### src/rtl/matriz_pkg.sv
`default_nettype none
// ============================================================================
//  Module   : matriz_pkg
//  Purpose  : Shared constants, width helpers and FSM state type for the
//             matrix-vector operand feeder and its operand store.
//  Contents : default W/N/M, address widths, state_e {IDLE, STREAM, DONE}
//  Revision : 1.0  initial release
// ============================================================================
package matriz_pkg;

   localparam int W_DEF = 11;   // operand width (k and l)
   localparam int N_DEF = 4;    // vector length / matrix columns
   localparam int M_DEF = 4;    // matrix rows

   // Index widths never collapse to zero bits, even for a 1-row/1-column setup.
   function automatic int clog2_min1(input int v);
      return (v <= 2) ? 1 : $clog2(v);
   endfunction

   localparam int ADDR_W_DEF = clog2_min1(M_DEF * N_DEF);
   localparam int ROW_W_DEF  = clog2_min1(M_DEF);
   localparam int COL_W_DEF  = clog2_min1(N_DEF);

   typedef enum logic [1:0] {
      ST_IDLE   = 2'd0,
      ST_STREAM = 2'd1,
      ST_DONE   = 2'd2
   } state_e;

endpackage
`default_nettype wire

### src/rtl/matriz_store.sv
`default_nettype none
// ============================================================================
//  Module   : matriz_store
//  Purpose  : Register file holding the M x N matrix A (row-major) and the
//             N-element vector x. One write port, combinational read of
//             A[rd_row][rd_col] and x[rd_col]. Cleared by async reset.
//  Ports    : i_we/i_wr_sel/i_wr_addr/i_wr_data  write port (sel 0=A, 1=x)
//             i_rd_row/i_rd_col                  read index
//             o_rd_k/o_rd_l                      A[row][col], x[col]
//  Revision : 1.0  initial release
// ============================================================================
module matriz_store
   import matriz_pkg::*;
#(
   parameter int W      = W_DEF,
   parameter int N      = N_DEF,
   parameter int M      = M_DEF,
   parameter int ADDR_W = clog2_min1(M * N),
   parameter int ROW_W  = clog2_min1(M),
   parameter int COL_W  = clog2_min1(N)
) (
   input  logic              clk,
   input  logic              rst_n,
   input  logic              i_we,
   input  logic              i_wr_sel,
   input  logic [ADDR_W-1:0] i_wr_addr,
   input  logic [W-1:0]      i_wr_data,
   input  logic [ROW_W-1:0]  i_rd_row,
   input  logic [COL_W-1:0]  i_rd_col,
   output logic [W-1:0]      o_rd_k,
   output logic [W-1:0]      o_rd_l
);

   logic [W-1:0] mat_q [M*N];
   logic [W-1:0] mat_d [M*N];
   logic [W-1:0] vec_q [N];
   logic [W-1:0] vec_d [N];

   logic              w_mat_wr;
   logic              w_vec_wr;
   logic [ADDR_W-1:0] w_rd_idx;

   // Out-of-range addresses are dropped here so they can never alias.
   always_comb begin
      w_mat_wr = i_we && !i_wr_sel && (int'(i_wr_addr) < M * N);
      w_vec_wr = i_we &&  i_wr_sel && (int'(i_wr_addr) < N);
   end

   always_comb begin
      mat_d = mat_q;
      vec_d = vec_q;
      if (w_mat_wr) mat_d[i_wr_addr]            = i_wr_data;
      if (w_vec_wr) vec_d[i_wr_addr[COL_W-1:0]] = i_wr_data;
   end

   always_ff @(posedge clk or negedge rst_n) begin
      if (!rst_n) begin
         for (int i = 0; i < M * N; i++) mat_q[i] <= '0;
         for (int j = 0; j < N; j++)     vec_q[j] <= '0;
      end else begin
         mat_q <= mat_d;
         vec_q <= vec_d;
      end
   end

   // Write-through: a write landing in the same cycle as the read is visible,
   // so a stream started together with a write picks up the new value.
   always_comb begin
      w_rd_idx = ADDR_W'(i_rd_row) * ADDR_W'(N) + ADDR_W'(i_rd_col);
      o_rd_k   = (w_mat_wr && (i_wr_addr == w_rd_idx)) ? i_wr_data : mat_q[w_rd_idx];
      o_rd_l   = (w_vec_wr && (i_wr_addr[COL_W-1:0] == i_rd_col)) ? i_wr_data : vec_q[i_rd_col];
   end

endmodule
`default_nettype wire

### src/rtl/matriz_operand_feeder.sv
`default_nettype none
// ============================================================================
//  Module   : matriz_operand_feeder
//  Purpose  : Streams matrix-vector operand pairs (k=A[row][col], l=x[col])
//             to a MAC over a valid/ready handshake, row by row, framing each
//             row with first/last. All outputs are registered.
//  Ports    : wr_en/wr_sel/wr_addr/wr_data  operand load (IDLE only)
//             start                         begin a stream (IDLE only)
//             busy/done                     status; done is a 1-cycle pulse
//             pair_valid/pair_ready         operand handshake
//             k/l/first/last/row            operand pair and framing
//  Revision : 1.0  initial release
// ============================================================================
module matriz_operand_feeder
   import matriz_pkg::*;
#(
   parameter int W = W_DEF,
   parameter int N = N_DEF,
   parameter int M = M_DEF,
   localparam int ADDR_W = clog2_min1(M * N),
   localparam int ROW_W  = clog2_min1(M),
   localparam int COL_W  = clog2_min1(N)
) (
   input  logic              clk,
   input  logic              rst_n,
   input  logic              wr_en,
   input  logic              wr_sel,
   input  logic [ADDR_W-1:0] wr_addr,
   input  logic [W-1:0]      wr_data,
   input  logic              start,
   output logic              busy,
   output logic              done,
   output logic              pair_valid,
   input  logic              pair_ready,
   output logic [W-1:0]      k,
   output logic [W-1:0]      l,
   output logic              first,
   output logic              last,
   output logic [ROW_W-1:0]  row
);

   localparam logic [COL_W-1:0] c_col_max = COL_W'(N - 1);
   localparam logic [ROW_W-1:0] c_row_max = ROW_W'(M - 1);

   state_e             state_q, state_d;
   logic [COL_W-1:0]   col_q, col_d;
   logic [ROW_W-1:0]   row_q, row_d;
   logic               pair_valid_q, pair_valid_d;
   logic [W-1:0]       k_q, k_d;
   logic [W-1:0]       l_q, l_d;
   logic               first_q, first_d;
   logic               last_q, last_d;
   logic               busy_q, busy_d;
   logic               done_q, done_d;

   logic               w_col_wrap;
   logic [COL_W-1:0]   w_nxt_col;
   logic [ROW_W-1:0]   w_nxt_row;
   logic [ROW_W-1:0]   w_rd_row;
   logic [COL_W-1:0]   w_rd_col;
   logic [W-1:0]       w_rd_k;
   logic [W-1:0]       w_rd_l;
   logic               w_store_we;

   // Storage is only writable while idle; a stream sees a frozen snapshot.
   assign w_store_we = wr_en && (state_q == ST_IDLE);

   matriz_store #(
      .W      (W),
      .N      (N),
      .M      (M),
      .ADDR_W (ADDR_W),
      .ROW_W  (ROW_W),
      .COL_W  (COL_W)
   ) u_store (
      .clk       (clk),
      .rst_n     (rst_n),
      .i_we      (w_store_we),
      .i_wr_sel  (wr_sel),
      .i_wr_addr (wr_addr),
      .i_wr_data (wr_data),
      .i_rd_row  (w_rd_row),
      .i_rd_col  (w_rd_col),
      .o_rd_k    (w_rd_k),
      .o_rd_l    (w_rd_l)
   );

   // The store is addressed with the pair that will be presented next, so the
   // output registers can load it on the same edge that accepts the current one.
   always_comb begin
      w_col_wrap = (col_q == c_col_max);
      w_nxt_col  = w_col_wrap ? '0 : col_q + 1'b1;
      w_nxt_row  = w_col_wrap ? row_q + 1'b1 : row_q;
      if (state_q == ST_STREAM) begin
         w_rd_row = w_nxt_row;
         w_rd_col = w_nxt_col;
      end else begin
         w_rd_row = '0;
         w_rd_col = '0;
      end
   end

   always_comb begin
      state_d      = state_q;
      col_d        = col_q;
      row_d        = row_q;
      pair_valid_d = pair_valid_q;
      k_d          = k_q;
      l_d          = l_q;
      first_d      = first_q;
      last_d       = last_q;
      busy_d       = busy_q;
      done_d       = 1'b0;
      unique case (state_q)
         ST_IDLE: begin
            if (start) begin
               state_d      = ST_STREAM;
               col_d        = '0;
               row_d        = '0;
               pair_valid_d = 1'b1;
               busy_d       = 1'b1;
               k_d          = w_rd_k;
               l_d          = w_rd_l;
               first_d      = 1'b1;
               last_d       = (N == 1);
            end
         end
         ST_STREAM: begin
            if (pair_ready) begin
               if (w_col_wrap && (row_q == c_row_max)) begin
                  state_d      = ST_DONE;
                  col_d        = '0;
                  row_d        = '0;
                  pair_valid_d = 1'b0;
                  busy_d       = 1'b0;
                  done_d       = 1'b1;
                  k_d          = '0;
                  l_d          = '0;
                  first_d      = 1'b0;
                  last_d       = 1'b0;
               end else begin
                  col_d   = w_nxt_col;
                  row_d   = w_nxt_row;
                  k_d     = w_rd_k;
                  l_d     = w_rd_l;
                  first_d = (w_nxt_col == '0);
                  last_d  = (w_nxt_col == c_col_max);
               end
            end
         end
         ST_DONE: begin
            state_d = ST_IDLE;
         end
         default: begin
            state_d = ST_IDLE;
         end
      endcase
   end

   always_ff @(posedge clk or negedge rst_n) begin
      if (!rst_n) begin
         state_q      <= ST_IDLE;
         col_q        <= '0;
         row_q        <= '0;
         pair_valid_q <= 1'b0;
         k_q          <= '0;
         l_q          <= '0;
         first_q      <= 1'b0;
         last_q       <= 1'b0;
         busy_q       <= 1'b0;
         done_q       <= 1'b0;
      end else begin
         state_q      <= state_d;
         col_q        <= col_d;
         row_q        <= row_d;
         pair_valid_q <= pair_valid_d;
         k_q          <= k_d;
         l_q          <= l_d;
         first_q      <= first_d;
         last_q       <= last_d;
         busy_q       <= busy_d;
         done_q       <= done_d;
      end
   end

   assign busy       = busy_q;
   assign done       = done_q;
   assign pair_valid = pair_valid_q;
   assign k          = k_q;
   assign l          = l_q;
   assign first      = first_q;
   assign last       = last_q;
   assign row        = row_q;

endmodule
`default_nettype wire

### config.mk
export PLATFORM = sky130hd
export DESIGN_NAME = matriz_operand_feeder
export DESIGN_NICKNAME = d
export VERILOG_FILES = /design/src/rtl/matriz_pkg.sv /design/src/rtl/matriz_store.sv /design/src/rtl/matriz_operand_feeder.sv
export SDC_FILE = /design/constraint.sdc
export NUM_CORES = 1
export LEC_CHECK = 0
export CAP_MARGIN = 20
export CORE_ASPECT_RATIO = 0.9
export CORE_MARGIN = 5
export CORE_UTILIZATION = 38
export DETAILED_ROUTE_END_ITERATION = 16
export SLEW_MARGIN = 20
export SYNTH_ARGS = -nofsm -noshare
export SYNTH_HDL_FRONTEND = slang
export SYNTH_SLANG_ARGS = --single-unit
### constraint.sdc
create_clock -name clk -period 2.5 [get_ports clk]
set_input_delay 0.375 -clock clk [delete_from_list [all_inputs] [get_ports clk]]
set_output_delay 0.375 -clock clk [all_outputs]
set_load 0.01 [all_outputs]
Word-level counts from Yosys, hierarchy flattened

Index checks and enable logic that the tools add are counted.
Widths: inputs -> output; s select.

Add/sub/neg operators: 3
Magnitude comparators: 7
Equal/unequal tests: 9
Mux-type cells: 51
Bitwise logic cells: 4
Reduce and logical (&&, ||, !) cells: 16

Operators by type and width:

| cell                | count |
|---|---|
| $bwmux 176          | 1 |
| $mux 11             | 14 |
| $bmux 11 s4         | 1 |
| $bwmux 44           | 1 |
| $demux 11 s4        | 1 |
| $pmux 11 s2         | 2 |
| $mux 2              | 12 |
| $bmux 11 s2         | 1 |
| $demux 11 s2        | 1 |
| $pmux 2 s2          | 3 |
| $mux 1              | 11 |
| $ge 5x5->1 const B  | 2 |
| $not 4->5           | 2 |
| $logic_and 1x1->1   | 9 |
| $eq 2x2->1 const B  | 3 |
| $ge 3x3->1 const B  | 2 |
| $not 2->3           | 2 |
| $pmux 1 s2          | 3 |
| $reduce_and 3->1    | 2 |
| $lt 5x1->1 const B  | 1 |
| $add 2x1->2 const B | 2 |
| $add 4x2->4         | 1 |
| $eq 4x4->1          | 1 |
| $logic_not 2->1     | 2 |
| 9 further kinds     | 10 |

Bits in registers: 252
Input bits: 21
Output and inout port bits: 29
Word-level logic and storage cells: 119

Logic depth before layout (Yosys ltp)

Gate-level depths: netlist (run 1).

Word-level depth: 12
Depth in mapped cells: 9
Depth with buffers taken out: 7

Cells and area by module

Synthesis (run 1) repeated with hierarchy kept, for this count alone.

Cells, all modules: 803
Area total of the unflattened synthesis: 11906.4 um^2

By module, submodules not included:

| module                | instances | cells an instance | area an instance (um^2) | sequential area each (um^2) |
|---|---|---|---|---|
| matriz_store          | 1         | 652               | 10353.7                 | 5505.3 |
| matriz_operand_feeder | 1         | 151               | 1552.7                  | 800.8 |

Least setup slack after synthesis (run 1)

Ideal clock, no wire load.

Kind: flip-flop to flip-flop
Start: register col_q[0]
End: register k_q[1], in the netlist k[1]
Library setup time: 0.132 ns
Arrival: 2.144 ns
Data required time: 2.368 ns
Path slack: 0.225 ns
Stages on the path, launching flop included: 10
Buffers on the path: 2
Cell sequence: dfrtp_1 inv_1 ha_1 buf_2 or3b_2 clkbuf_1 nand2_1 nand3_1 a221oi_1 o41ai_2

Word-level cells in the longest chain between the ends: 12

RTL lines:

| what                                       | line                                                     | source |
|---|---|---|
| start: declaration                         | matriz_operand_feeder.sv:46                              | `logic [COL_W-1:0] col_q, col_d;` |
| start signal: assignment                   | matriz_operand_feeder.sv:174                             | `col_q <= col_d;` |
| $add 2x1->2 or $eq 2x2->1 (tied branches)  | matriz_operand_feeder.sv:92, matriz_operand_feeder.sv:91 |  |
| $mux 2, on equally long branches           | matriz_operand_feeder.sv:92, matriz_operand_feeder.sv:93 |  |
| $mux 2                                     | matriz_operand_feeder.sv:94                              | `if (state_q == ST_STREAM) begin` |
| $add 4x2->4                                | matriz_store.sv:69                                       | `w_rd_idx = ADDR_W'(i_rd_row) * ADDR_W'(N) + ADDR_W'(i_rd_col);` |
| $not 4->5 (implied by the code)            | matriz_store.sv:70                                       | `o_rd_k = (w_mat_wr && (i_wr_addr == w_rd_idx)) ? i_wr_data : mat_q[w_rd_idx];` |
| $bmux 11 s4                                | matriz_store.sv:70                                       |  |
| $mux 11 (implied by the code) (2 in a row) | matriz_store.sv:70                                       |  |
| $mux 11                                    | matriz_store.sv:70                                       |  |
| $mux 11                                    | matriz_operand_feeder.sv:130                             | `if (w_col_wrap && (row_q == c_row_max)) begin` |
| $mux 11                                    | matriz_operand_feeder.sv:129                             | `if (pair_ready) begin` |
| $pmux 11 s2 *                              | matriz_operand_feeder.sv:114                             | `unique case (state_q)` |
| end signal: assignment                     | matriz_operand_feeder.sv:177                             | `k_q <= k_d;` |
| end: declaration                           | matriz_operand_feeder.sv:49                              | `logic [W-1:0] k_q, k_d;` |

Mark *: on every way between the ends. The rest lies on a longest branch, timed or not. The select of a mux whose other input is x is not followed.
A chain may end at the register's enable or synchronous reset.

Worst setup path in the final report (run 1)

Start: register col_q[0]
End: register k_q[6], in the netlist k[6]

The elaborated chain is that of the path after synthesis.

==> results of run 1 <==
## sequential cells by signal (all words and copies together) (netlist names)
| name | count |
|---|---|
| u_store.mat_q | 176 |
| u_store.vec_q | 44 |
| k | 11 |
| l | 11 |
| col_q | 2 |
| row | 2 |
| state_q | 2 |
| busy | 1 |
| done | 1 |
| first | 1 |
| last | 1 |
## cell type report
type / instances / area [sq um]
clock buffers: 37 / 783.3
clock inverters: 9 / 103.9
fillers: 2862 / 16680
inverters: 5 / 18.77
multi-input cells: 620 / 5241
flip-flops and latches: 252 / 6307
well taps: 409 / 511.7
repair buffers: 127 / 1338
## layout by cell type (no fill, tap or decap), types with 11 or more instances in the layout
| master | synthesis | layout |
|---|---|---|
| o21ai_0 | 22 | 22 |
| buf_12 | 0 | 20 |
| o22ai_1 | 22 | 22 |
| a32oi_1 | 11 | 11 |
| nand2_1 | 84 | 83 |
| mux2i_1 | 54 | 54 |
| clkdlybuf4s50_1 | 0 | 48 |
| buf_4 | 8 | 56 |
| nor2_1 | 23 | 22 |
| nand3_1 | 26 | 26 |
| a221oi_1 | 30 | 28 |
| and3_1 | 12 | 12 |
| dfrtp_1 | 252 | 251 |
| o21a_1 | 11 | 11 |
| a21oi_1 | 17 | 17 |
| clkbuf_16 | 0 | 27 |
| mux2_2 | 219 | 219 |
## kinds of logic (layout without fill, tap and decap cells)
| family | Yosys count | in the layout | synth area share [%] |
|---|---|---|---|
| mux | 275 | 275 | 25.36 |
| flops | 252 | 252 | 52.80 |
| simple gates | 173 | 173 | 6.924 |
| compound gates | 165 | 165 | 10.57 |
| buf+inv | 98 | 178 | 3.708 |
| fa+ha+maj | 4 | 4 | 0.4190 |
| xor+xnor | 3 | 3 | 0.2200 |
## layer usage
layer	global-route usage, %	vias to the layer above
met2	28.04	202
met3	2.361	46
met4	4.044	0
li1	-	3696
met1	27.35	4210
met5	0	-
## critical path, cell delays in order, from the launching register on
cell and delay [ns]:
dfrtp_2 0.44, inv_1 0.09, ha_2 0.30, or3b_2 0.49, buf_12 0.18, o221ai_1 0.28
a221oi_1 0.14, buf_4 0.16, o41ai_2 0.20
## worst paths after layout
| path | startpoint | to | slack, ns | cells past startpoint |
|---|---|---|---|---|
| worst max-delay path | col_q[0] | k[6] | 0.09 | 8 |
| worst min-delay path | rst_n | u_store.mat_q[147] | 0.36 | 2 |
| worst max register to register | col_q[0] | k[6] | 0.09 | 8 |
| worst min register to register | l[6] | l[6] | 0.48 | 2 |
| max in group asynchronous | rst_n | col_q[0] | 1.35 | 3 |
| min in group clk | l[6] | l[6] | 0.48 | 2 |
## metrics by stage
stage | setup WS, ns | std cells
detailed placement | -0.02957 | 1412
floorplan | 0.2246 | 970
CTS | 0.06437 | 1459
finish | 0.09108 | 1459
global route | 0.01876 | 1459
global placement | -0.05888 | 1412
## what timing repair did
| item | CTS | global route |
|---|---|---|
| hold endpoints to repair | 55 | 0 |
| gates resized for setup | 1 | 6 |
| setup endpoints to repair | 1 | 12 |
| hold buffers | 1 | 0 |
## power by group through the flow
stage               Sequential (mW)  Clock [mW]  Combinational, mW
finish                         4.80        4.00               6.07
global route                   4.85        4.26               6.54
CTS                            4.80        4.09               6.02
detailed placement             4.86           0               5.98
global placement               4.86           0               5.97
floorplan                      4.87           0               3.46
==> results.json, run 1 <==
{
  "wl_per_cell_microns": 21.52,
  "numCtsBuffers": 27,
  "crit_fanout": 20,
  "drt_iter0_markers": 659,
  "cts.clk_slew.worst_paths_ns": 0.06,
  "route.detailed.drc": 0,
  "synth_area_sq_um": 11940,
  "critPathLaunchType": "flop",
  "finalNetCount": 1058,
  "dr.pass1.iters": 5,
  "ys_seq_area_share_pct": 52.80,
  "hold_ws_ns": 0.3640,
  "maxSlewHeadroom_pct": 54.87,
  "yosys_warnings": 0,
  "cp-end-kind": "flop",
  "grt_max_degree": 76,
  "worst_ir_drop_vdd_mv": 0.7594,
  "drt-vias-per-instance": 5.589,
  "grt_antenna_before_repair": 1,
  "rows": 61,
  "required_ns": 2.92,
  "power.total_mw": 14.87,
  "ys_types": 53,
  "ctsHtreeMaxLevel": 1,
  "routed_wl_mm": 31.40,
  "netlist_instances": 970,
  "switching_share_pct": 36.46,
  "hold_class": "in2async",
  "wirelength_met1_mm": 15.17,
  "yosys.area.top_type": "dfrtp_1",
  "rsz0062_at_grt": "no",
  "postCtsSetupRepairBufs": 0,
  "synth.most_common_cell": "dfrtp_1",
  "ys_ff_latch": 252,
  "p_comb_share_pct": 40.8,
  "io_buffers": 49,
  "grt_usage_pct": 18.13,
  "syn-num-nets": 995,
  "grt_pass1_vias": 8299,
  "final_util_pct": 46.16,
  "fp.dieArea_sq_um": 35080,
  "vias": 8154,
  "min_period_over_period_pct": 96.36,
  "ant_nets": 0,
  "wl_met2_mm": 14.17,
  "powerDensity_nw_per_um2": 1040,
  "arrival_ns": 2.83,
  "wl_met3_mm": 1.356,
  "initial_utilization_pct": 38.54,
  "synth_common_cells": "dfrtp_1 (252), mux2_2 (219), nand2_1 (84), mux2i_1 (54), clkbuf_1 (50)",
  "coreArea_sq_um": 30990,
  "internal_power_mw": 9.447,
  "status": "finished clean",
  "postPlaceCellArea_sq_um": 13380,
  "slew_violations": 0,
  "power.share.clock_pct": 26.9,
  "clock_path_buffers": 3,
  "syn_area_per_cell_sq_um": 12.31,
  "async_reset_ff_share_pct": 100.0,
  "netlist.area_leader.share_pct": 52.80,
  "switchingPower_mw": 5.422,
  "synth_edf_count": 0,
  "cts_tree": "done",
  "die_y_microns": 178.2,
  "drive_above_1_share_pct": 34.86,
  "max_freq_mhz": 415.1,
  "final_area_sq_um": 14300,
  "grt_remaining_overflow": 0,
  "maxCapViolations": 0,
  "hold_violations": 0,
  "ys_top_cells_by_area": "dfrtp_1 (53%), mux2_2 (21%), mux2i_1 (4.5%)",
  "maxUsedRoutingLayer": "met4",
  "hpwl_mm": 20.57,
  "period_minus_slack_ns": 2.409,
  "finalSetupViolCount": 0,
  "grt_pass1_wl_mm": 50.39,
  "antenna_cells": 0,
  "area_growth_syn_to_layout_pct": 19.76,
  "routabilityCongestion": 0.8077,
  "io_pins": 50,
  "setup_tns_ns": 0,
  "worstMarginPinSlew_ns": 0.6770,
  "seq_power_share_pct": 32.3,
  "die_w_microns": 196.9,
  "finClkSkew_ns": 0.01001,
  "cts_num_sinks": 252,
  "clock_latency_ns": 0.53,
  "leakage_nw": 6.942,
  "clock-root-buffer": "clkbuf_16",
  "synthFlopType": "dfrtp_1",
  "path_class": "reg2reg"
}
(Power assumes the default switching activity.)
==> run 2, diff against run 1 <==
Settings changed: CORE_MARGIN 5 to unset, CORE_UTILIZATION 38 to 61, PLACE_DENSITY set to 0.8.
==> results.json, run 2 (synthesis gave the netlist of run 1 again) <==
{
  "top_register": "u_store.mat_q",
  "grt_max_degree": 57,
  "layout_common_cells": "dfrtp_1 (252), mux2_2 (219), nand2_1 (84)",
  "dr.pass1.iters": 5,
  "finalSetupViolCount": 0,
  "grt_pass1_wl_mm": 48.46,
  "grt_pass1_vias": 8643,
  "leakage_nw": 6.855,
  "vias": 8514,
  "ant_nets": 0,
  "hold_violations": 0,
  "antenna_cells": 0,
  "coreArea_sq_um": 19160,
  "critPathLaunchType": "flop",
  "min_period_over_period_pct": 95.99,
  "final_area_sq_um": 13980,
  "hpwl_mm": 19.61,
  "setup_tns_ns": 0,
  "arrival_ns": 2.81,
  "power.total_mw": 15.00,
  "grt_remaining_overflow": 0,
  "rsz0062_at_grt": "no",
  "area_growth_syn_to_layout_pct": 17.02,
  "crit_fanout": 34,
  "fp.dieArea_sq_um": 20150,
  "clock-root-buffer": "clkbuf_16",
  "cp-end-kind": "flop",
  "cts_tree": "done",
  "maxSlewHeadroom_pct": 43.77,
  "slew_violations": 0,
  "worstMarginPinSlew_ns": 0.8408,
  "max_freq_mhz": 416.7,
  "grt_antenna_before_repair": 0,
  "die_w_microns": 149.5,
  "max_stage_delay_ns": 0.43,
  "cts.clk_slew.worst_paths_ns": 0.06,
  "maxCapViolations": 0,
  "die_y_microns": 134.8,
  "clock_path_buffers": 3,
  "initial_utilization_pct": 62.34,
  "clock_latency_ns": 0.54,
  "hold_ws_ns": 0.3602,
  "ff2ff_path_depth": 7,
  "powerDensity_nw_per_um2": 1073,
  "io_buffers": 49,
  "routed_wl_mm": 30.40,
  "grt_usage_pct": 31.38,
  "worstPathCellList": "ha_2 -> buf_12 -> buf_4 -> mux2i_1 -> o21ai_0 -> a221oi_1 -> o41ai_2",
  "final_common_cell": "dfrtp_1",
  "largest_register_ffs": 176,
  "hold_class": "in2async",
  "path_depth": 7,
  "finalNetCount": 1049,
  "status": "finished clean",
  "routabilityCongestion": 0.8779,
  "critPathBufInv": 2,
  "route.detailed.drc": 0,
  "fillCellCount": 1291,
  "period_minus_slack_ns": 2.400,
  "path_delay_family": "compound AO/OA/AOI/OAI gates",
  "ctsHtreeMaxLevel": 1,
  "largestRegisters": "u_store.mat_q (176), u_store.vec_q (44)",
  "rows": 48,
  "drt-vias-per-instance": 6.585,
  "required_ns": 2.91,
  "finClkSkew_ns": 0.02063,
  "path_class": "reg2reg",
  "slowest_stage": "dfrtp_1",
  "drive_above_1_share_pct": 34.04,
  "postPlaceCellArea_sq_um": 12990,
  "numCtsBuffers": 26,
  "place_ws_ns": 0.03400,
  "drt_iter0_markers": 649,
  "layout_setup_ws_ns": 0.1002,
  "worst_ir_drop_vdd_mv": 0.7325,
  "cts_num_sinks": 252,
  "wl_per_cell_microns": 23.51,
  "io_pins": 50
}
-- run 2: cell count changes in the layout (fill, tap and decap cells not counted), moves of 2 or more --
cell	before	now
clkbuf_1	3	6
buf_4	56	58
bufinv_16	2	5
buf_12	20	11
clkbuf_8	7	4
-- run 2: metrics by stage --
| step | cells | util [%] |
|---|---|---|
| 2_1_floorplan | 970 | - |
| 3_3_place_gp | 1243 | 67.81 |
| 3_5_place_dp | 1243 | 67.81 |
| 4_1_cts | 1291 | 72.71 |
| 5_1_grt | 1293 | 72.96 |
| 6_report | 1293 | 72.96 |
-- run 2: cell type report --
class | instances | area (sq um) | share of cell area [%]
Clock inverter | 11 | 200.2 | 1.432
Multi-Input combinational cell | 620 | 5246 | 37.53
Tap cell | 250 | 312.8 | 2.238
Clock buffer | 36 | 728.2 | 5.210
Sequential cell | 252 | 6306 | 45.12
Timing Repair Buffer | 119 | 1161 | 8.307
Inverter | 5 | 22.52 | 0.1611
-- run 2: path summary, 6_finish.rpt --
path | start | to | slack [ns]
min reg2reg | l[3] | l[3] | 0.48
min | rst_n | u_store.vec_q[40] | 0.36
max reg2reg | col_q[1] | k[6] | 0.10
min in group clk | l[3] | l[3] | 0.48
max in group asynchronous | rst_n | u_store.mat_q[62] | 1.33
max | col_q[1] | k[6] | 0.10
-- run 2: power breakdown --
| part | switching (mW) | internal, mW | leakage, nW |
|---|---|---|---|
| sequential | 0.315 | 4.51 | 3.47 |
| combinational | 3.50 | 2.50 | 2.94 |
| clock | 1.61 | 2.56 | 0.452 |
-- run 2: worst register-to-register path, cell delays in order, from the launching register on --
cell	delay, ns
dfrtp_1	0.43
ha_2	0.38
buf_12	0.25
buf_4	0.32
mux2i_1	0.24
o21ai_0	0.14
a221oi_1	0.40
o41ai_2	0.12
-- run 2: what timing repair did --
action	4_1_cts	5_1_grt
hold buffers	1	0
endpoints found under the hold margin	49	0
resized for setup	0	6
endpoints found under the setup margin	0	5
setup buffers	0	2
-- run 2: layer usage --
layer	vias to the layer above	wire length, microns	global-route usage, %
met1	4362	13280	46.44
met2	412	14010	47.43
met5	-	0	0
li1	3655	-	-
met4	0	901	11.45
met3	85	2207	4.324
